--- config.mk ---
export PLATFORM = sky130hd
export DESIGN_NAME = program_loader
export DESIGN_NICKNAME = d
export VERILOG_FILES = /design/src/rtl/program_loader.sv
export SDC_FILE = /design/constraint.sdc
export NUM_CORES = 1
export LEC_CHECK = 0
export ABC_AREA = 0
export CORE_MARGIN = 2
export CORE_UTILIZATION = 30
export DETAILED_ROUTE_END_ITERATION = 7
export PLACE_DENSITY = 0.56
export SLEW_MARGIN = 20
export SYNTH_ARGS = -nofsm -noshare
export SYNTH_HDL_FRONTEND = slang
export SYNTH_SLANG_ARGS = --single-unit
--- constraint.sdc ---
create_clock -name clk -period 2.47 [get_ports clk]
set_input_delay 0.494 -clock clk [delete_from_list [all_inputs] [get_ports clk]]
set_output_delay 0.494 -clock clk [all_outputs]
set_load 0.01 [all_outputs]
--- src/rtl/program_loader.sv ---
// Framed byte-stream loader for instruction memory: assembles 9-bit instructions from {LO, HI}
// byte pairs, writes them from address 0 upward and releases core reset once the checksum matches.
module program_loader #(
  parameter int ADDR_W  = 8,
  parameter int INSTR_W = 9
) (
  input  logic               clk,
  input  logic               reset,
  input  logic               start,
  input  logic               in_valid,
  input  logic [7:0]         in_data,
  output logic               in_ready,
  output logic               im_we,
  output logic [ADDR_W-1:0]  im_addr,
  output logic [INSTR_W-1:0] im_wdata,
  output logic               core_reset,
  output logic               busy,
  output logic               done,
  output logic               error
);

  typedef enum logic [2:0] {
    S_IDLE,
    S_HDR,
    S_LO,
    S_HI,
    S_CSUM,
    S_DONE,
    S_ERR
  } state_t;

  state_t state_q, state_d;

  logic [7:0] remaining_q, remaining_d;
  logic [7:0] lo_q,        lo_d;
  logic [7:0] acc_q,       acc_d;
  logic [7:0] idx_q,       idx_d;

  logic               in_ready_q,   in_ready_d;
  logic               im_we_q,      im_we_d;
  logic [ADDR_W-1:0]  im_addr_q,    im_addr_d;
  logic [INSTR_W-1:0] im_wdata_q,   im_wdata_d;
  logic               core_reset_q, core_reset_d;
  logic               busy_q,       busy_d;
  logic               done_q,       done_d;
  logic               error_q,      error_d;

  logic xfer;

  // Only bit 0 of a HI byte carries information; anything above it marks a corrupt frame.
  function automatic logic hi_byte_ok(input logic [7:0] b);
    return (b[7:1] == 7'd0);
  endfunction

  function automatic logic [INSTR_W-1:0] pack_instr(input logic hi0, input logic [7:0] lo);
    return {hi0, lo};
  endfunction

  // in_ready is high exactly in the byte-consuming states, so it doubles as the handshake gate.
  assign xfer = in_valid & in_ready_q;

  always_comb begin
    state_d      = state_q;
    remaining_d  = remaining_q;
    lo_d         = lo_q;
    acc_d        = acc_q;
    idx_d        = idx_q;
    in_ready_d   = in_ready_q;
    im_we_d      = 1'b0;
    im_addr_d    = im_addr_q;
    im_wdata_d   = im_wdata_q;
    core_reset_d = core_reset_q;
    busy_d       = busy_q;
    done_d       = done_q;
    error_d      = error_q;

    unique case (state_q)
      S_IDLE, S_DONE, S_ERR: begin
        if (start) begin
          state_d      = S_HDR;
          in_ready_d   = 1'b1;
          busy_d       = 1'b1;
          done_d       = 1'b0;
          error_d      = 1'b0;
          core_reset_d = 1'b1;
          idx_d        = 8'd0;
          acc_d        = 8'd0;
        end
      end

      S_HDR: begin
        if (xfer) begin
          remaining_d = in_data;
          acc_d       = acc_q ^ in_data;
          state_d     = S_LO;
        end
      end

      S_LO: begin
        if (xfer) begin
          lo_d    = in_data;
          acc_d   = acc_q ^ in_data;
          state_d = S_HI;
        end
      end

      S_HI: begin
        if (xfer) begin
          if (!hi_byte_ok(in_data)) begin
            state_d    = S_ERR;
            in_ready_d = 1'b0;
            busy_d     = 1'b0;
            error_d    = 1'b1;
          end else begin
            acc_d      = acc_q ^ in_data;
            im_we_d    = 1'b1;
            im_addr_d  = idx_q;
            im_wdata_d = pack_instr(in_data[0], lo_q);
            // idx wraps harmlessly after the 256th instruction.
            idx_d      = idx_q + 8'd1;
            if (remaining_q == 8'd0) begin
              state_d = S_CSUM;
            end else begin
              remaining_d = remaining_q - 8'd1;
              state_d     = S_LO;
            end
          end
        end
      end

      S_CSUM: begin
        if (xfer) begin
          in_ready_d = 1'b0;
          busy_d     = 1'b0;
          if (in_data == acc_q) begin
            state_d      = S_DONE;
            done_d       = 1'b1;
            core_reset_d = 1'b0;
          end else begin
            state_d = S_ERR;
            error_d = 1'b1;
          end
        end
      end

      default: begin
        state_d = S_IDLE;
      end
    endcase
  end

  // Reset returns every register to its idle value; instruction memory contents are untouched.
  always_ff @(posedge clk) begin
    if (reset) begin
      state_q      <= S_IDLE;
      remaining_q  <= 8'd0;
      lo_q         <= 8'd0;
      acc_q        <= 8'd0;
      idx_q        <= 8'd0;
      in_ready_q   <= 1'b0;
      im_we_q      <= 1'b0;
      im_addr_q    <= '0;
      im_wdata_q   <= '0;
      core_reset_q <= 1'b1;
      busy_q       <= 1'b0;
      done_q       <= 1'b0;
      error_q      <= 1'b0;
    end else begin
      state_q      <= state_d;
      remaining_q  <= remaining_d;
      lo_q         <= lo_d;
      acc_q        <= acc_d;
      idx_q        <= idx_d;
      in_ready_q   <= in_ready_d;
      im_we_q      <= im_we_d;
      im_addr_q    <= im_addr_d;
      im_wdata_q   <= im_wdata_d;
      core_reset_q <= core_reset_d;
      busy_q       <= busy_d;
      done_q       <= done_d;
      error_q      <= error_d;
    end
  end

  assign in_ready   = in_ready_q;
  assign im_we      = im_we_q;
  assign im_addr    = im_addr_q;
  assign im_wdata   = im_wdata_q;
  assign core_reset = core_reset_q;
  assign busy       = busy_q;
  assign done       = done_q;
  assign error      = error_q;

endmodule

==> impl_metrics.ini <==
[drt]
antenna_left = 0
first_pass_iters = 4
drt-initial-drc-count = 121
drc = 0
wl_per_cell_um = 13.8
vias = 2654
wl_um = 7150
vias_per_cell = 5.11

[floorplanning]
row_count = 35
start_util_pct = 30.4
die_area_um2 = 10000
dieWidth_um = 100
coreArea_um2 = 9110
fp.dieH_um = 100
num_io_pins = 35

[logic_synthesis]
synthArstFlopShare_pct = 0
synth_cells = 349
synth_common_cells = 57 x dfxtp_1, 48 x nand2_1, 46 x a21oi_1
synth_cell_types = 53
synth_area_per_cell_um2 = 7.94
synth_nets = 364
yosys_warnings = 0
synth_edf_count = 0
synth_area_um2 = 2770
synth-seq-cells = 57
synthFlopType = dfxtp_1
yosysSeqAreaShare_pct = 41.2
yosysTopAreaCell = dfxtp_1
yosysMostFrequentCell = dfxtp_1
synth_top_area_share_pct = 41.2
synthTopCellsByArea = dfxtp_1 41%, a21oi_1 8.3%, nand2_1 6.5%

[place]
port_buffers = 34
placed_area_um2 = 3390
hpwl_um = 5150
placedCellCount = 504
gp_congestion = 0.820

[global_routing]
antenna_found_initial = 0
grt_pass1_wl_um = 12000
gr-usage-all-layers_pct = 15.0
overflow = 0
grt_max_degree = 49
grt_pass1_vias = 2471

[sta]
holdWs_ns = 0.453
slew_headroom_pct = 57.0
min_period_ns = 2.34
hold_violations = 0
slew_viol_final = 0
max_freq_mhz = 428
clock_skew_ns = 0.00794
setup_violations = 0
period_share_pct = 94.6
rsz0062_at_grt = no
tightest_slew_ns = 0.645

[cts]
cts.path.max_buffers = 2
htree_levels = 3
cts_resized = 0
cts_inserted_buffers = 9
post_cts_buffers = 0
cts_tree = built
clock_latency_ns = 0.33
clk_pin_slew_ns = 0.06
cts-root-buf = clkbuf_8
clkSinkCount = 57
hold_buffers = 0

[layout]
fin_util_pct = 39.5
fin_cells = 519
diodes = 0
post_route_cells_drive_above_1_share_pct = 11.8
finalInstanceArea_um2 = 3600
area_growth_pct = 29.9
final_nets = 419

[critical_path]
critical-path-max-stage-delay_ns = 0.55
worstSetupPathType = in2reg
cp.required_ns = 2.72
path_cells = clkdlybuf4s50_1, or4_4, buf_4, nor2_2, buf_4, o211a_1, nand3b_1, a21oi_1
crit_top_cell = buf_4
cp_slowest_cell = or4_4
crit_path_max_fanout = 8
critPathLaunchType = input pin
critPathCaptureType = flop
worst_ep_arrival_time_ns = 2.59

[power]
p_per_area_nw_per_um2 = 606
vdd_ir_drop_max_uv = 238
p_leak_nw = 1.35

[flow_run]
maxCapViolCount = 0

[run_status]
status = finished, final reports clean

[worst_hold_path]
hp-class = reg2reg
-- where the power goes --
| part | leakage, nW | total [mW] | switching, mW | internal (mW) |
|---|---|---|---|---|
| Sequential | 0.460 | 0.950 | 0.0164 | 0.933 |
| Combinational | 0.787 | 0.283 | 0.163 | 0.120 |
| Clock | 0.106 | 0.948 | 0.359 | 0.589 |
-- per-layer routing --
layer	up-vias	global-route usage [%]	routed length, um
met5	-	0	0
met4	0	3.48	33
met3	5	4.60	319
met2	56	23.3	3270
met1	1242	20.6	3530
li1	1351	-	-
-- final cells by class --
cell class / count / area (um2)
clock inverter: 3 / 65.1
inverter: 7 / 26.3
tap: 111 / 139
multi-input combinational: 267 / 1530
fill: 973 / 5510
sequential: 57 / 1140
clock buffer: 12 / 145
timing repair buffer: 62 / 551
-- registers in the layout, summed over array words and instances, names as in the netlist --
register / cells
remaining_q: 8
im_addr: 8
done: 1
core_reset: 1
state_q: 3
lo_q: 8
im_we: 1
im_wdata: 9
busy: 1
idx_q: 8
error: 1
acc_q: 8
-- logic make-up (layout without fill, tap and decap cells) --
group	Yosys count	count (layout)	synth area share (%)
compound gates	99	99	21.3
xor+xnor	14	14	4.43
fa+ha+maj	3	3	1.36
buf+inv	25	84	3.57
flops	57	57	41.2
mux	8	8	2.89
simple gates	143	143	25.3
-- cells in the final DEF, fill, tap and decap left out, drive strengths merged, types with 5 or more instances in the layout --
cell type	Yosys	final
a21oi	46	46
buf	3	28
clkbuf	15	12
clkdlybuf4s50	0	34
dfxtp	57	57
inv	7	7
mux2i	8	8
nand2	48	48
nand3	10	10
nand3b	9	9
nand4	6	6
nor2	40	40
nor4	5	5
o21ai	21	21
or3	5	5
xor2	13	13
-- path summary, 6_finish.rpt --
check,startpoint,endpoint,slack (ns),cells past startpoint
worst min-delay path,lo_q[0]$_SDFFE_PP0P_,im_wdata[0]$_SDFFE_PP0P_,0.45,2
worst max-delay path,in_data[4],acc_q[0]$_SDFFE_PP0P_,0.13,8
worst min register to register,lo_q[0]$_SDFFE_PP0P_,im_wdata[0]$_SDFFE_PP0P_,0.45,2
worst max register to register,state_q[0]$_SDFFE_PP0P_,acc_q[0]$_SDFFE_PP0P_,0.48,5
-- metrics by stage --
step / setup TNS [ns] / setup WS [ns] / power (mW)
2_1_floorplan: 0 / 0.322 / 1.13
6_report: 0 / 0.134 / 2.18
4_1_cts: 0 / 0.127 / 2.21
5_1_grt: 0 / 0.0122 / 2.28
3_3_place_gp: -4.40 / -0.174 / 1.25
3_5_place_dp: -4.55 / -0.216 / 1.25
-- critical path: cells and delay by family --
family                 cells  cell delay (ns)
AO/OA/AOI/OAI              2             0.52
buffers and inverters      3             0.77
AND/OR/NAND/NOR            3             0.81
Power figures use the tool's default switching activity.
